**src/rtl/ram_sync_dp.sv**
```systemverilog
// -----------------------------------------------------------------------------
// ram_sync_dp
//   Simple dual-port synchronous RAM: one write port, one read port, one clock.
//   Reads are registered (one cycle of latency) and flagged by a valid strobe.
//   The read-during-write policy for a shared address is set by WRITE_FIRST.
//   A clear sequencer zeroes every word after reset and whenever clear is
//   sampled high while the memory is running.
//
// Parameters
//   DATA_W       word width in bits
//   ADDR_W       address width; the array holds 2**ADDR_W words
//   WRITE_FIRST  same-address read during write: 1 = new data, 0 = old data
//
// Ports
//   clock   in   1        rising-edge clock for all state
//   reset   in   1        asynchronous, active-high reset
//   clear   in   1        request full memory zeroing (pulse or level)
//   we      in   1        write enable
//   waddr   in   ADDR_W   write address
//   wdata   in   DATA_W   write data
//   re      in   1        read enable
//   raddr   in   ADDR_W   read address
//   rdata   out  DATA_W   registered read data
//   rvalid  out  1        rdata updated this cycle (one pulse per accepted read)
//   busy    out  1        clear sequencer running; user ports ignored
// -----------------------------------------------------------------------------
module ram_sync_dp #(
    parameter int DATA_W      = 8,
    parameter int ADDR_W      = 5,
    parameter int WRITE_FIRST = 1
) (
    input  logic              clock,
    input  logic              reset,
    input  logic              clear,
    input  logic              we,
    input  logic [ADDR_W-1:0] waddr,
    input  logic [DATA_W-1:0] wdata,
    input  logic              re,
    input  logic [ADDR_W-1:0] raddr,
    output logic [DATA_W-1:0] rdata,
    output logic              rvalid,
    output logic              busy
);

    localparam int DEPTH = 2 ** ADDR_W;

    localparam logic [0:0] ST_INIT = 1'b0;
    localparam logic [0:0] ST_RUN  = 1'b1;

    logic [0:0]        state;
    logic [ADDR_W-1:0] clr_cnt;
    logic              run;

    logic [DATA_W-1:0] mem [DEPTH];

    logic              mem_we;
    logic [ADDR_W-1:0] mem_wa;
    logic [DATA_W-1:0] mem_wd;

    logic              rd_en_p0;
    logic              rdw_hit_p0;
    logic [DATA_W-1:0] rd_word_p0;

    logic [DATA_W-1:0] rdata_p1;
    logic              vld_p1;

    assign run  = (state == ST_RUN);
    assign busy = ~run;

    // Sequencer: INIT walks clr_cnt across every word, then hands over to RUN.
    // clr_cnt wraps back to zero on the last INIT cycle, so RUN always holds 0
    // and a later clear restarts from the first word.
    always_ff @(posedge clock or posedge reset) begin
        if (reset) begin
            state   <= ST_INIT;
            clr_cnt <= '0;
        end else begin
            case (state)
                ST_INIT: begin
                    clr_cnt <= clr_cnt + 1'b1;
                    if (clr_cnt == '1) begin
                        state <= ST_RUN;
                    end
                end
                default: begin
                    if (clear) begin
                        state   <= ST_INIT;
                        clr_cnt <= '0;
                    end
                end
            endcase
        end
    end

    // Single physical write port shared between the zeroing sweep and the user.
    // In a RUN cycle that also samples clear, the user write still lands; the
    // sweep that follows overwrites it.
    always_comb begin
        mem_we = 1'b0;
        mem_wa = waddr;
        mem_wd = wdata;
        if (!run) begin
            mem_we = 1'b1;
            mem_wa = clr_cnt;
            mem_wd = '0;
        end else if (we) begin
            mem_we = 1'b1;
        end
    end

    // The array carries no reset; the INIT sweep is what initialises it.
    always_ff @(posedge clock) begin
        if (mem_we) begin
            mem[mem_wa] <= mem_wd;
        end
    end

    // Stage p0: read address decode and read-during-write bypass
    assign rd_en_p0   = run & re;
    assign rdw_hit_p0 = (WRITE_FIRST != 0) && we && (waddr == raddr);
    assign rd_word_p0 = rdw_hit_p0 ? wdata : mem[raddr];

    // Stage p1: registered read data and its valid strobe
    always_ff @(posedge clock or posedge reset) begin
        if (reset) begin
            rdata_p1 <= '0;
            vld_p1   <= 1'b0;
        end else begin
            vld_p1 <= rd_en_p0;
            if (rd_en_p0) begin
                rdata_p1 <= rd_word_p0;
            end
        end
    end

    assign rdata  = rdata_p1;
    assign rvalid = vld_p1;

endmodule

```
**config.mk**
```make
export PLATFORM = sky130hd
export DESIGN_NAME = ram_sync_dp
export DESIGN_NICKNAME = d
export VERILOG_FILES = /design/src/rtl/ram_sync_dp.sv
export SDC_FILE = /design/constraint.sdc
export NUM_CORES = 1
export LEC_CHECK = 0
export ABC_CLOCK_PERIOD_IN_PS = 2300
export BUFFER_PORTS_ARGS = -buffer_cell sky130_fd_sc_hd__buf_2
export CAP_MARGIN = 20
export CORE_MARGIN = 4
export CORE_UTILIZATION = 50
export CTS_BUF_LIST = sky130_fd_sc_hd__clkbuf_16
export CTS_CLUSTER_DIAMETER = 40
export DETAILED_ROUTE_END_ITERATION = 7
export PLACE_DENSITY_LB_ADDON = 0.15
export SLEW_MARGIN = 10
export SYNTH_ARGS = -nofsm -noshare
export SYNTH_HDL_FRONTEND = slang
export SYNTH_SLANG_ARGS = --single-unit
```
**constraint.sdc**
```tcl
create_clock -name clock -period 2.3 [get_ports clock]
set_input_delay 0.345 -clock clock [delete_from_list [all_inputs] [get_ports clock]]
set_output_delay 0.345 -clock clock [all_outputs]
set_load 0.02 [all_outputs]
```
### Word level (Yosys, flattened, before mapping)

Memories as Yosys holds them, arrays and structs flattened. A register that Yosys moved wholly into a read port is not among the register bits.
Cells that the tools add are included.
W data, S select, Z words.

| storage, ports and cells | value |
|---|---|
| register bits after elaboration | 7 |
| latch bits | 0 |
| RAM bits | 256 |
| memory bits (read-only) | 0 |
| bits of input ports | 23 |
| output and inout port bits | 10 |
| logic and storage cells | 20 |
| memories | 1 |

Memory list:

| name | depth | bits a word | rd ports | clocked after Yosys merged registers in | wr ports | line | RTL |
|---|---|---|---|---|---|---|---|
| mem | 32 | 8 | 1 | 1 | 1 | 54 | `logic [DATA_W-1:0] mem [DEPTH];` |

| cells by class | value |
|---|---|
| $add $sub $neg | 1 |
| multipliers | 0 |
| div/mod/pow operators | 0 |
| $lt $le $gt $ge | 0 |
| equal/unequal tests | 2 |
| shifts and indexed selects | 0 |
| mux-type cells | 11 |
| bitwise operators | 2 |
| reductions and logical operators | 0 |

Operators with widths:

| kind | count |
|---|---|
| $mux W5 | 3 |
| $mux W8 | 1 |
| $mux W1 | 7 |
| $add A5 B1 Y5 const B | 1 |
| $eq A5 B5 Y1 const B | 1 |
| $ne A2 B2 Y1 const B | 1 |
| $and A1 B1 Y1 | 1 |
| $not A1 Y1 | 1 |

### Depth between registers and ports, before layout

| depth | value |
|---|---|
| depth after elaboration | 4 |
| gate-level depth with buffers | 9 |

### Worst setup path before layout

Ideal clock, no wire load.

| path | value |
|---|---|
| path kind | register to register |
| start point | reg state (netlist: run) |
| end point | mem mem[23][0], enable pin |
| library setup time | 0.370 ns |
| arrival | 1.615 ns |
| required time | 1.930 ns |
| setup slack | 0.315 ns |
| cell stages (with the launch flop) | 9 |
| path buffers | 3 |
| cell sequence | dfrtp_1 -> buf_6 -> buf_2 -> clkbuf_1 -> nor2_1 -> nand2_1 -> o31ai_1 -> nand2_1 -> nor2_1 |

| between the ends | value |
|---|---|
| word-level cells in the longest chain between the ends | 3 |

Ends and longest elaborated chain:

| element | line | RTL |
|---|---|---|
| start, declared | 50 | `logic [0:0] state;` |
| start signal, assigned | 75 | `state <= ST_INIT;` |
| start signal, assigned | 82 | `state <= ST_RUN;` |
| start signal, assigned | 87 | `state <= ST_INIT;` |
| $mux W1 | 102 | `if (!run) begin` |
| $mux W1 | 113 | `if (mem_we) begin` |
| $mux W1 (implied by the code) | 114 | `mem[mem_wa] <= mem_wd;` |
| end, declared | 54 |  |

Several ways; a longest one is shown, not always the timed one.

### Worst setup path after layout

| path | value |
|---|---|
| start point | reg state (netlist: run) |
| end point | mem mem[21][4], enable pin |

Same word-level chain as after synthesis.

==> reports/qor.yml <==
status: "completed"
setup_violations: 0
setup_tns_ps: 0
synth-seq-area-share_pct: 72.93
root_buffer: "clkbuf_16"
critPathKind: "reg -> reg"
cts.sinks: 271
num_antenna_cells: 0
wire_per_inst_um: 23.10
rsz0062_at_grt: "false"
ys_warn_count: 0
fin_skew_ps: 14.46
p_total_mw: 14.04
worstMarginPinSlew_ps: 941.0
mostFrequentLayoutCell: "edfxtp_1"
synth_compound_area_share_pct: 5.613
synth_top_family_by_area: "multiplexers"
slew_viol_final: 0
final_cell_mix: "256 x edfxtp_1, 138 x mux2i_1, 62 x buf_4"
critPathMaxFanout: 15
htreeDepth: 2
ys_types: 39
hold_viol: 0
power_switching_mw: 3.748
ff2ff_setup_slack_ps: 130
gr-total-overflow: 0
worstSkewPairLatency_ps: 500
cp.arrival_ps: 2420
yosysTopAreaCell: "edfxtp_1"
fmax_mhz: 461.2
synthArstFlopShare_pct: 5.535
hold_path.class: "in -> reg"
postCtsSetupRepairBufs: 0
fin_cells: 1101
gp_routability_congestion: 0.9241
vdd_drop_max_mv: 0.5953
cts_tree: "yes"
synth_mux_area_share_pct: 12.80
die_x_um: 156.7
period_needed_ps: 2168
drt_iter0_drc: 529
ioPinCount: 33
synthTopCellsByArea: "edfxtp_1 70%, mux2i_1 12%, a22oi_1 3.4%"
rr_worst_depth: 5
r2r-start: "run"
finalCritPeriodShare_pct: 94.28
end_kind: "flip-flop"
slew_headroom_pct: 36.97
hold-path-endpoint: "clr_cnt[1]"
avgViaCountPerCell: 5.783
fp-row-count: 54
syn_to_final_growth_pct: 19.26
r2r_end: "mem[21][4]"
internal_power_mw: 10.29
holdPathStages: 2
port_buffers: 32
synth-simple-area-share_pct: 6.100
pwr-share-clk_pct: 37.8
antenna_left: 0
hp-start: "clear"
die_h_um: 156.7
syn_area_mm2: 0.01106
grt_pass1_vias: 6320
yosysTopAreaCellShare_pct: 69.53
power_density_mw_per_mm2: 1065
synth_edf_count: 256
path_clk_slew_ps: 50
nFillCells: 1606
synth-seq-cells: 271
synth_fa_ha_area_share_pct: 0.2263
maxCapViolCount: 0
yosys_most_used_dff: "edfxtp_1"
route.vias.total: 6367
dp_hpwl_um: 16630
placed_cells: 1038
p_leak_nw: 4.980
nNetsFinal: 821
multi_input_area_mm2: 0.002808
synth.avg_cell_area_um2: 15.88
cts_buffer_depth: 3
synthCells: 696
dpl_cell_area_mm2: 0.01200
grt_pass1_wl_um: 39200
drc: 0
p_seq_share_pct: 45.7
stdcell_area_mm2: 0.01319
synth_xor_area_share_pct: 0.4753
pwr-share-comb_pct: 16.6
cts_made_buffers: 35
design.die.area_mm2: 0.02455
ff_latch_area_mm2: 0.008063
grt_max_degree: 34
crit_path_start_kind: "flip-flop"
swShare_pct: 26.70
start_util_pct: 50.82
dr.pass1.iters: 7
drive_above_1_share_pct: 21.19
wl_um: 25430
worstPathRequired_ps: 2550
grt_util_all_layers_pct: 21.12
core_area_mm2: 0.02176
syn-num-nets: 721
antenna_found_initial: 0
[metal layers]
metal / global-route usage, % / share of wire [%] / routed length [um] / vias to the layer above
met3: 4.259 / 6.1 / 1552 / 40
met2: 32.89 / 47 / 11950 / 222
li1: - / - / - / 2908
met1: 30.41 / 45 / 11320 / 3197
met5: 0 / 0 / 0 / -
met4: 6.364 / 2.4 / 607 / 0
[state kept, by name, summed over array words and instances (netlist names)]
signal   count
mem        256
rdata        8
clr_cnt      5
run          1
rvalid       1
[layout make-up]
type	count	share of cell area, %
Sequential cell	271	61.15
Multi-Input combinational cell	381	21.29
Clock buffer	37	7.022
Timing Repair Buffer	102	5.931
Tap cell	280	2.657
Clock inverter	25	1.803
Inverter	5	0.1423
[worst max path at each step]
stage	slack, ps	to	start	cells past startpoint
2_1_floorplan	310	mem[23][0]	run	8
3_3_place_gp	220	mem[28][3]	run	5
3_5_place_dp	110	mem[28][0]	run	5
4_1_cts	100	mem[28][4]	run	4
5_1_grt	20	mem[21][4]	run	5
6_report	130	mem[21][4]	run	5
[power groups by stage]
stage	clock network, mW	logic (mW)	registers (mW)
after floorplan	0	1.27	6.51
after global placement	0	2.24	6.49
after detailed placement	0	2.29	6.51
after CTS	5.40	2.30	6.42
after global routing	5.67	2.50	6.48
final	5.30	2.32	6.41
[kinds of logic after synthesis]
group / count (synthesis)
DFF: 271
and+or+nand+nor: 141
muxes: 140
AOI/OAI and AO/OA: 92
buffers and inverters: 44
xor gates and xnor gates: 6
adders and majority gates: 2
[cell usage after synthesis, types with 2 or more instances]
cell type and instances:
nand4_1 14, nor2_1 39, o31ai_1 2, nor3b_1 2, a31oi_1 4, a22oi_1 50, a21oi_1 17, o21ai_0 12
dfrtp_1 15, nand3_1 27, inv_1 4, xnor2_1 5, nand2_1 39, clkbuf_1 22, edfxtp_1 256, ha_1 2
buf_4 5, o2bb2ai_1 2, mux2i_1 138, buf_2 11, nor2b_1 4, and2_1 9
[worst max-delay path, cell delays in order (launching register included)]
cell     delay (ps)
dfrtp_1         540
buf_4           260
nor3b_1          70
a31oi_1         710
nor2_1          130
buf_4           220
[through the flow]
| step | setup WS [ps] | hold slack [ps] | util, % |
|---|---|---|---|
| after floorplan | 315.0 | 246.5 | - |
| after global placement | 224.0 | 421.8 | 55.15 |
| after detailed placement | 107.1 | 440.8 | 55.15 |
| after CTS | 99.50 | 58.60 | 60.55 |
| after global routing | 20.02 | 61.58 | 60.61 |
| final | 131.6 | 69.31 | 60.61 |
[what timing repair did]
action / CTS / global route
hold buffers: 1 / 0
hold endpoints to repair: 15 / 0
setup endpoints to repair: 0 / 40
gates resized for setup: 0 / 5
Power figures use the tool's default switching activity.
